[src/rtl/pa_idu_gpr_wb_arb.sv]
// GPR writeback arbiter: EX owns write port 0; LSU and DIV share port 1 through
// one-entry holding buffers with LSU priority and a starvation guard for DIV.
module pa_idu_gpr_wb_arb #(
    parameter int unsigned STARVE_MAX = 4,
    parameter int unsigned CNT_W      = 4
) (
    input  logic        forever_cpuclk,
    input  logic        cpurst,
    input  logic        ex_wb_vld,
    input  logic [4:0]  ex_wb_rd,
    input  logic [31:0] ex_wb_data,
    input  logic        lsu_wb_vld,
    input  logic [4:0]  lsu_wb_rd,
    input  logic [31:0] lsu_wb_data,
    output logic        lsu_wb_rdy,
    input  logic        div_wb_vld,
    input  logic [4:0]  div_wb_rd,
    input  logic [31:0] div_wb_data,
    output logic        div_wb_rdy,
    output logic        wb0_vld,
    output logic [4:0]  wb0_rd,
    output logic [31:0] wb0_data,
    output logic        wb1_vld,
    output logic [4:0]  wb1_rd,
    output logic [31:0] wb1_data,
    output logic        wb1_src,
    output logic [1:0]  wb_pending,
    output logic        wb_conflict_err
);

    typedef enum logic [0:0] {
        ARB_LSU = 1'b0,
        ARB_DIV = 1'b1
    } arb_state_e;

    localparam logic [CNT_W-1:0] STARVE_LIM = CNT_W'(STARVE_MAX);

    arb_state_e        state_q, state_d;
    logic [CNT_W-1:0]  cnt_q, cnt_d, cnt_inc_s;
    logic              lsu_full_q, lsu_full_d;
    logic [4:0]        lsu_rd_q, lsu_rd_d;
    logic [31:0]       lsu_data_q, lsu_data_d;
    logic              div_full_q, div_full_d;
    logic [4:0]        div_rd_q, div_rd_d;
    logic [31:0]       div_data_q, div_data_d;
    logic              err_q, err_d;
    logic              grant_lsu_s, grant_div_s;
    logic              lsu_acc_s, div_acc_s;

    // Port-1 grant decision from registered buffer state and arbiter state
    always_comb begin
        grant_lsu_s = 1'b0;
        grant_div_s = 1'b0;
        case (state_q)
            ARB_LSU: begin
                if (lsu_full_q) begin
                    grant_lsu_s = 1'b1;
                end else if (div_full_q) begin
                    grant_div_s = 1'b1;
                end else begin
                    grant_lsu_s = 1'b0;
                    grant_div_s = 1'b0;
                end
            end
            ARB_DIV: grant_div_s = div_full_q;
            default: begin
                grant_lsu_s = 1'b0;
                grant_div_s = 1'b0;
            end
        endcase
    end

    assign lsu_wb_rdy = ~lsu_full_q | grant_lsu_s;
    assign div_wb_rdy = ~div_full_q | grant_div_s;
    assign lsu_acc_s  = lsu_wb_vld & lsu_wb_rdy;
    assign div_acc_s  = div_wb_vld & div_wb_rdy;

    assign wb0_vld  = ex_wb_vld & (ex_wb_rd != 5'd0);
    assign wb0_rd   = wb0_vld ? ex_wb_rd : 5'd0;
    assign wb0_data = wb0_vld ? ex_wb_data : 32'd0;

    assign wb1_vld  = grant_lsu_s | grant_div_s;
    assign wb1_src  = grant_div_s;
    assign wb1_rd   = grant_lsu_s ? lsu_rd_q   : (grant_div_s ? div_rd_q   : 5'd0);
    assign wb1_data = grant_lsu_s ? lsu_data_q : (grant_div_s ? div_data_q : 32'd0);

    assign wb_pending      = {1'b0, lsu_full_q} + {1'b0, div_full_q};
    assign wb_conflict_err = err_q;

    // Holding-buffer next state: refill wins over drain; x0 destinations never occupy a buffer
    always_comb begin
        lsu_rd_d   = lsu_rd_q;
        lsu_data_d = lsu_data_q;
        div_rd_d   = div_rd_q;
        div_data_d = div_data_q;
        if (lsu_acc_s) begin
            lsu_full_d = (lsu_wb_rd != 5'd0);
            lsu_rd_d   = lsu_wb_rd;
            lsu_data_d = lsu_wb_data;
        end else if (grant_lsu_s) begin
            lsu_full_d = 1'b0;
        end else begin
            lsu_full_d = lsu_full_q;
        end
        if (div_acc_s) begin
            div_full_d = (div_wb_rd != 5'd0);
            div_rd_d   = div_wb_rd;
            div_data_d = div_wb_data;
        end else if (grant_div_s) begin
            div_full_d = 1'b0;
        end else begin
            div_full_d = div_full_q;
        end
    end

    // Starvation counter, arbiter transitions and conflict detection
    always_comb begin
        cnt_inc_s = (cnt_q >= STARVE_LIM) ? STARVE_LIM : (cnt_q + CNT_W'(1));
        if (grant_div_s) begin
            cnt_d = '0;
        end else if (div_full_q) begin
            cnt_d = cnt_inc_s;
        end else begin
            cnt_d = cnt_q;
        end
        case (state_q)
            ARB_LSU: begin
                if (div_full_q & ~grant_div_s & (cnt_inc_s == STARVE_LIM)) begin
                    state_d = ARB_DIV;
                end else begin
                    state_d = ARB_LSU;
                end
            end
            ARB_DIV: state_d = ARB_LSU;
            default: state_d = ARB_LSU;
        endcase
        err_d = wb0_vld & wb1_vld & (wb0_rd == wb1_rd);
    end

    // State registers
    always_ff @(posedge forever_cpuclk or posedge cpurst) begin
        if (cpurst) begin
            state_q    <= ARB_LSU;
            cnt_q      <= '0;
            lsu_full_q <= 1'b0;
            lsu_rd_q   <= 5'd0;
            lsu_data_q <= 32'd0;
            div_full_q <= 1'b0;
            div_rd_q   <= 5'd0;
            div_data_q <= 32'd0;
            err_q      <= 1'b0;
        end else begin
            state_q    <= state_d;
            cnt_q      <= cnt_d;
            lsu_full_q <= lsu_full_d;
            lsu_rd_q   <= lsu_rd_d;
            lsu_data_q <= lsu_data_d;
            div_full_q <= div_full_d;
            div_rd_q   <= div_rd_d;
            div_data_q <= div_data_d;
            err_q      <= err_d;
        end
    end

endmodule

[config.mk]
export PLATFORM = sky130hd
export DESIGN_NAME = pa_idu_gpr_wb_arb
export DESIGN_NICKNAME = d
export VERILOG_FILES = /design/src/rtl/pa_idu_gpr_wb_arb.sv
export SDC_FILE = /design/constraint.sdc
export NUM_CORES = 1
export LEC_CHECK = 0
export BUFFER_PORTS_ARGS = -buffer_cell sky130_fd_sc_hd__buf_4
export CAP_MARGIN = 5
export CORE_MARGIN = 2
export CORE_UTILIZATION = 47
export DETAILED_ROUTE_END_ITERATION = 10
export MAX_ROUTING_LAYER = met4
export PLACE_DENSITY = 0.81
export SLEW_MARGIN = 20
export SYNTH_ARGS = -nofsm -noshare
export SYNTH_HDL_FRONTEND = slang
export SYNTH_SLANG_ARGS = --single-unit
[constraint.sdc]
create_clock -name forever_cpuclk -period 3.3 [get_ports forever_cpuclk]
set_input_delay 0.33 -clock forever_cpuclk [delete_from_list [all_inputs] [get_ports forever_cpuclk]]
set_output_delay 0.33 -clock forever_cpuclk [all_outputs]
set_load 0.01 [all_outputs]
Yosys cells after proc, flatten, opt, wreduce, memory -nomap -nowiden
Index checks and enable logic that the tools add are counted.

$add $sub $neg: 2. $lt $le $gt $ge: 1. Equality and inequality tests: 2. Multiplexer cells: 20. Bitwise operators: 14. Reduce and logical (&&, ||, !) cells: 6.

Operators by type and width (count): 32-bit 2-to-1 mux (3); 5-bit 2-to-1 mux (3); 5-bit nonzero test (3); 4-bit 2-to-1 mux (3); 1-bit 2-to-1 mux (9); 1-bit bitwise AND (7); 2-bit nonzero test (3); 5-bit equality test (1); 4-bit by 1-bit adder with 4-bit output (second input constant) (1); 4-bit by 3-bit equality test with 1-bit output (second input constant) (1); 4-bit by 3-bit >= comparator with 1-bit output (second input constant) (1); 1-bit NOT (4); 1-bit case mux with 2 select lines (2); 1-bit OR (3); 1-bit by 1-bit adder with 2-bit output (1).

Flip-flop bits (word level): 82. Input port bits: 116. Output and inout bits: 82. Logic and storage cells: 54.

Longest topological paths before layout
Depth after elaboration: 8. Depth in mapped cells: 8. Depth with buffers taken out: 7.

Worst setup path after synthesis
OpenSTA, ideal clock, no wires.

Path kind: register -> output. Start: register lsu_full_q. End: output wb1_data[23]. Data arrival time: 1689 ps. Data required time: 2970 ps. Path slack: 1281 ps. Stages on the path, launching flop included: 8. Buffers on the path: 2. Path through: dfrtp_1 buf_2 inv_1 ha_1 nor2b_1 a21oi_1 clkbuf_1 o21ai_0.

Cells in the longest elaborated chain, start to end: 4. Elaborated cells on any way between the ends: 6. Classes of those cells: 6 x mux.

Ends and longest elaborated chain: start, declared (RTL line 40) `logic lsu_full_q, lsu_full_d;`; start signal, assigned (RTL line 155) `lsu_full_q <= lsu_full_d;`; 1-bit 2-to-1 mux (RTL line 56) `if (lsu_full_q) begin`; 1-bit case mux with 2 select lines (RTL line 54) `case (state_q)`; 32-bit 2-to-1 mux (RTL line 85) `assign wb1_data = grant_lsu_s ? lsu_data_q : (grant_div_s ? div_data_q : 32'd0);`; 32-bit 2-to-1 mux * (RTL line 85); end, declared (RTL line 25) `output logic [31:0] wb1_data,`.

Mark *: on every way between the ends. The rest lies on a longest branch, timed or not.

Final worst setup path
Start: register state_q. End: output wb1_data[20].

Cells in the longest elaborated chain, start to end: 4. Elaborated cells on any way between the ends: 5. Classes of those cells: 4 x mux; 1 x bitwise.

Ends and longest elaborated chain: start, declared (RTL line 38) `arb_state_e state_q, state_d;`; start signal, assigned (RTL line 153) `state_q <= state_d;`; 1-bit NOT; 1-bit case mux with 2 select lines (RTL line 54); 32-bit 2-to-1 mux (RTL line 85); 32-bit 2-to-1 mux * (RTL line 85).

Marked as above.

==> results.md <==
- Crit path launch: state_q$_DFF_PP0_
- Placed cell count: 672
- ANT nets after route: 0
- Grt ovf: 0
- Setup CP Type: flop to primary output
- Latest clock arrival within the worst-skew pair: 0.33 ns
- Placed wire-length estimate: 8520 um
- Pins Over Slew Limit: 0
- Most frequent cells in the layout: buf_4 (204), dfrtp_1 (82), nand2_1 (77), mux2_2 (45), and2_1 (37)
- Most common library cell in the layout ignoring fill and taps: buf_4
- First-pass GRT wire length: 18100 um
- Max H-tree Level: 3
- Worst Clk Skew: 0.00688 ns
- CTS buffer count: 9
- Reg-to-Reg End: div_data_q[30]$_DFFE_PP0P_
- Buffers on Ports: 197
- Mapped Cells: 384
- Yosys Warn Count: 0
- Worst vdd ir: 0.000339 V
- Final net count: 694
- Startpoint types: flop
- Global-route usage over all layers: 23.8%
- Vias in the first global route: 3607
- Yosys top cell by area: dfrtp_1
- Core region area: 8720 um^2
- Slew @ Worst Pin: 0.924 ns
- Flops & latches, synth: 82
- Top cell type's share of synthesized area: 48.6%
- Sequential element share of the synthesized area: 48.6%
- Outcome: complete, no violations
- PostCTS Resize Cnt: 0
- Ranking of synthesized cells by area: dfrtp_1 (49%), mux2_2 (12%), mux2_4 (11%)
- Setup crit end kind: primary output
- Syn avg cell area: 11.0 um^2
- Cell Area, Synth: 4230 um^2
- Vias per cell: 5.10
- Min Tclk post-route: 2.64 ns
- Residual DRC: 0
- Pwr dens: 594 nW/um^2
- Final Hold Fails: 0
- Worst Setup EP: wb1_data[20]
- Die area: 9760 um^2
- DR iter-0 viols: 115
- RSZ-0062 raised after global routing: no
- CTS Hold Bufs: 0
- Sink Count: 82
- Clock tree buffer depth: 2
- CTS tree: yes
- Vias after detailed routing: 3504
- Worst Path Required: 2.97 ns
- GP Congestion: 0.823
- Reg2reg path depth: 5
- # IOs: 198
- Setup ws final: 0.662 ns
- Hold Crit Class: input port to async pin
- Pleak: 2.98 nW
- Root buffer cell: clkbuf_8
- Initial antenna violation count: 0
- Fin crit share: 79.9%
- Setup TNS: 0 ns
- Largest net degree at the start of global routing: 65
- DP Area: 5740 um^2
- Final Setup Violations: 0
- Post-CTS Setup Inserts: 0
- Highest Clock Rate: 379 MHz
- Routed WL per cell: 16.6 um
- ANT cells: 0
- TritonRoute pass-1 iters: 4
- Arrival time of the worst setup path: 2.31 ns
- Slew HR: 38.4%
- R2r startpoint: lsu_full_q$_DFFE_PP0P_
- Place WS: 0.968 ns
- Fraction of layout cells with a size suffix above 1: 52.2%
- Die Y: 98.8 um
- R2r setup slk: 0.95 ns
- Max Cap Viol: 0
- Row count: 34
- Synth-to-Final Area Change: 40.3%
- Fin cells: 687
- Max FO, Critical Path: 19
- Design Area, Final: 5930 um^2
- Drt total wl: 11400 um
- Die Width: 98.8 um
- Count of cell types in the netlist: 40
- Initial core utilization: 48.5%
- Synth Net Count: 503
- Clock slew seen by the registers of the worst setup and hold paths: 0.08 ns
-- state kept, by name, indices dropped and copies added, names as in the netlist --
name / count
lsu_rd_q: 5
lsu_data_q: 32
lsu_full_q: 1
div_rd_q: 5
wb_conflict_err: 1
div_data_q: 32
state_q: 1
div_full_q: 1
cnt_q: 4
-- kinds of logic (layout without fill, tap and decap cells) --
family | after synthesis | after routing | synth area share [%]
AND/OR/NAND/NOR | 136 | 136 | 15.7
adder cells (fa/ha/maj) | 3 | 3 | 0.888
flip-flops | 82 | 82 | 48.6
buffers and inverters | 33 | 228 | 4.50
XOR/XNOR | 3 | 3 | 0.622
multiplexers | 76 | 76 | 22.9
AO/OA/AOI/OAI | 51 | 51 | 6.81
-- through the flow --
step / power [mW] / hold slack, ns / util [%]
after floorplan: 2.30 / 0.417 / -
after global placement: 2.80 / 0.489 / 65.9
after detailed placement: 2.85 / 0.492 / 65.9
after CTS: 3.55 / 0.190 / 68.0
after global routing: 3.73 / 0.192 / 68.0
final: 3.52 / 0.146 / 68.0
-- worst min path at each step --
stage / startpoint / end / slack [ns] / depth (start not counted)
after global placement: lsu_data_q[10]$_DFFE_PP0P_ / lsu_data_q[10]$_DFFE_PP0P_ / 0.49 / 1
final: cpurst / div_data_q[10]$_DFFE_PP0P_ / 0.15 / 2
after CTS: ex_wb_vld / wb_conflict_err$_DFF_PP0_ / 0.19 / 2
after global routing: ex_wb_vld / wb_conflict_err$_DFF_PP0_ / 0.19 / 2
after floorplan: ex_wb_vld / wb_conflict_err$_DFF_PP0_ / 0.42 / 1
after detailed placement: div_data_q[16]$_DFFE_PP0P_ / div_data_q[16]$_DFFE_PP0P_ / 0.49 / 1
-- synth_stat cells, drive strengths merged --
master and number:
inv 9, nand3b 3, a311oi 1, nand4b 1, mux2 75, nand3 3, a21boi 1, dfrtp 82
mux2i 1, or4 2, o221ai 1, nand2 78, a31o 1, xnor2 3, nand2b 1, nor2b 1
o22ai 1, a22o 1, o21ai 37, clkbuf 13, o211ai 2, a21oi 3, nor4 1, nor3 2
or3 1, nor2 4, ha 3, a22oi 1, and2 38, or2 1, a21o 1, buf 11
a211oi 1
-- worst max-delay path, cell delays in order, from the launching register on --
cell     delay (ns)
dfrtp_1        0.57
nor2_2         0.62
buf_4          0.37
nand2_1        0.07
o21ai_0        0.13
buf_4          0.18
-- metal layers --
metal  routed length, um  share of wire [%]  track usage (%)  vias up
li1                    -                  -                -     1675
met1                5000                 44             31.8     1700
met2                5630                 49             37.6      111
met3                 553                4.9             4.18       18
met4                 213                1.9             7.17        0
met5                   0                  0                -        -
-- power by group --
group,total (mW),switching (mW),internal (mW)
Sequential,1.45,0.182,1.27
Clock,0.691,0.346,0.345
Combinational,1.38,0.611,0.769
-- cell type report --
| class | count | area, um^2 |
|---|---|---|
| Fill cell | 671 | 2790 |
| Timing Repair Buffer | 204 | 1530 |
| Sequential cell | 82 | 2050 |
| Clock buffer | 10 | 128 |
| Clock inverter | 5 | 56.3 |
| Inverter | 9 | 36.3 |
| Tap cell | 108 | 135 |
| Multi-Input combinational cell | 269 | 1990 |
Power figures use the tool's default switching activity.
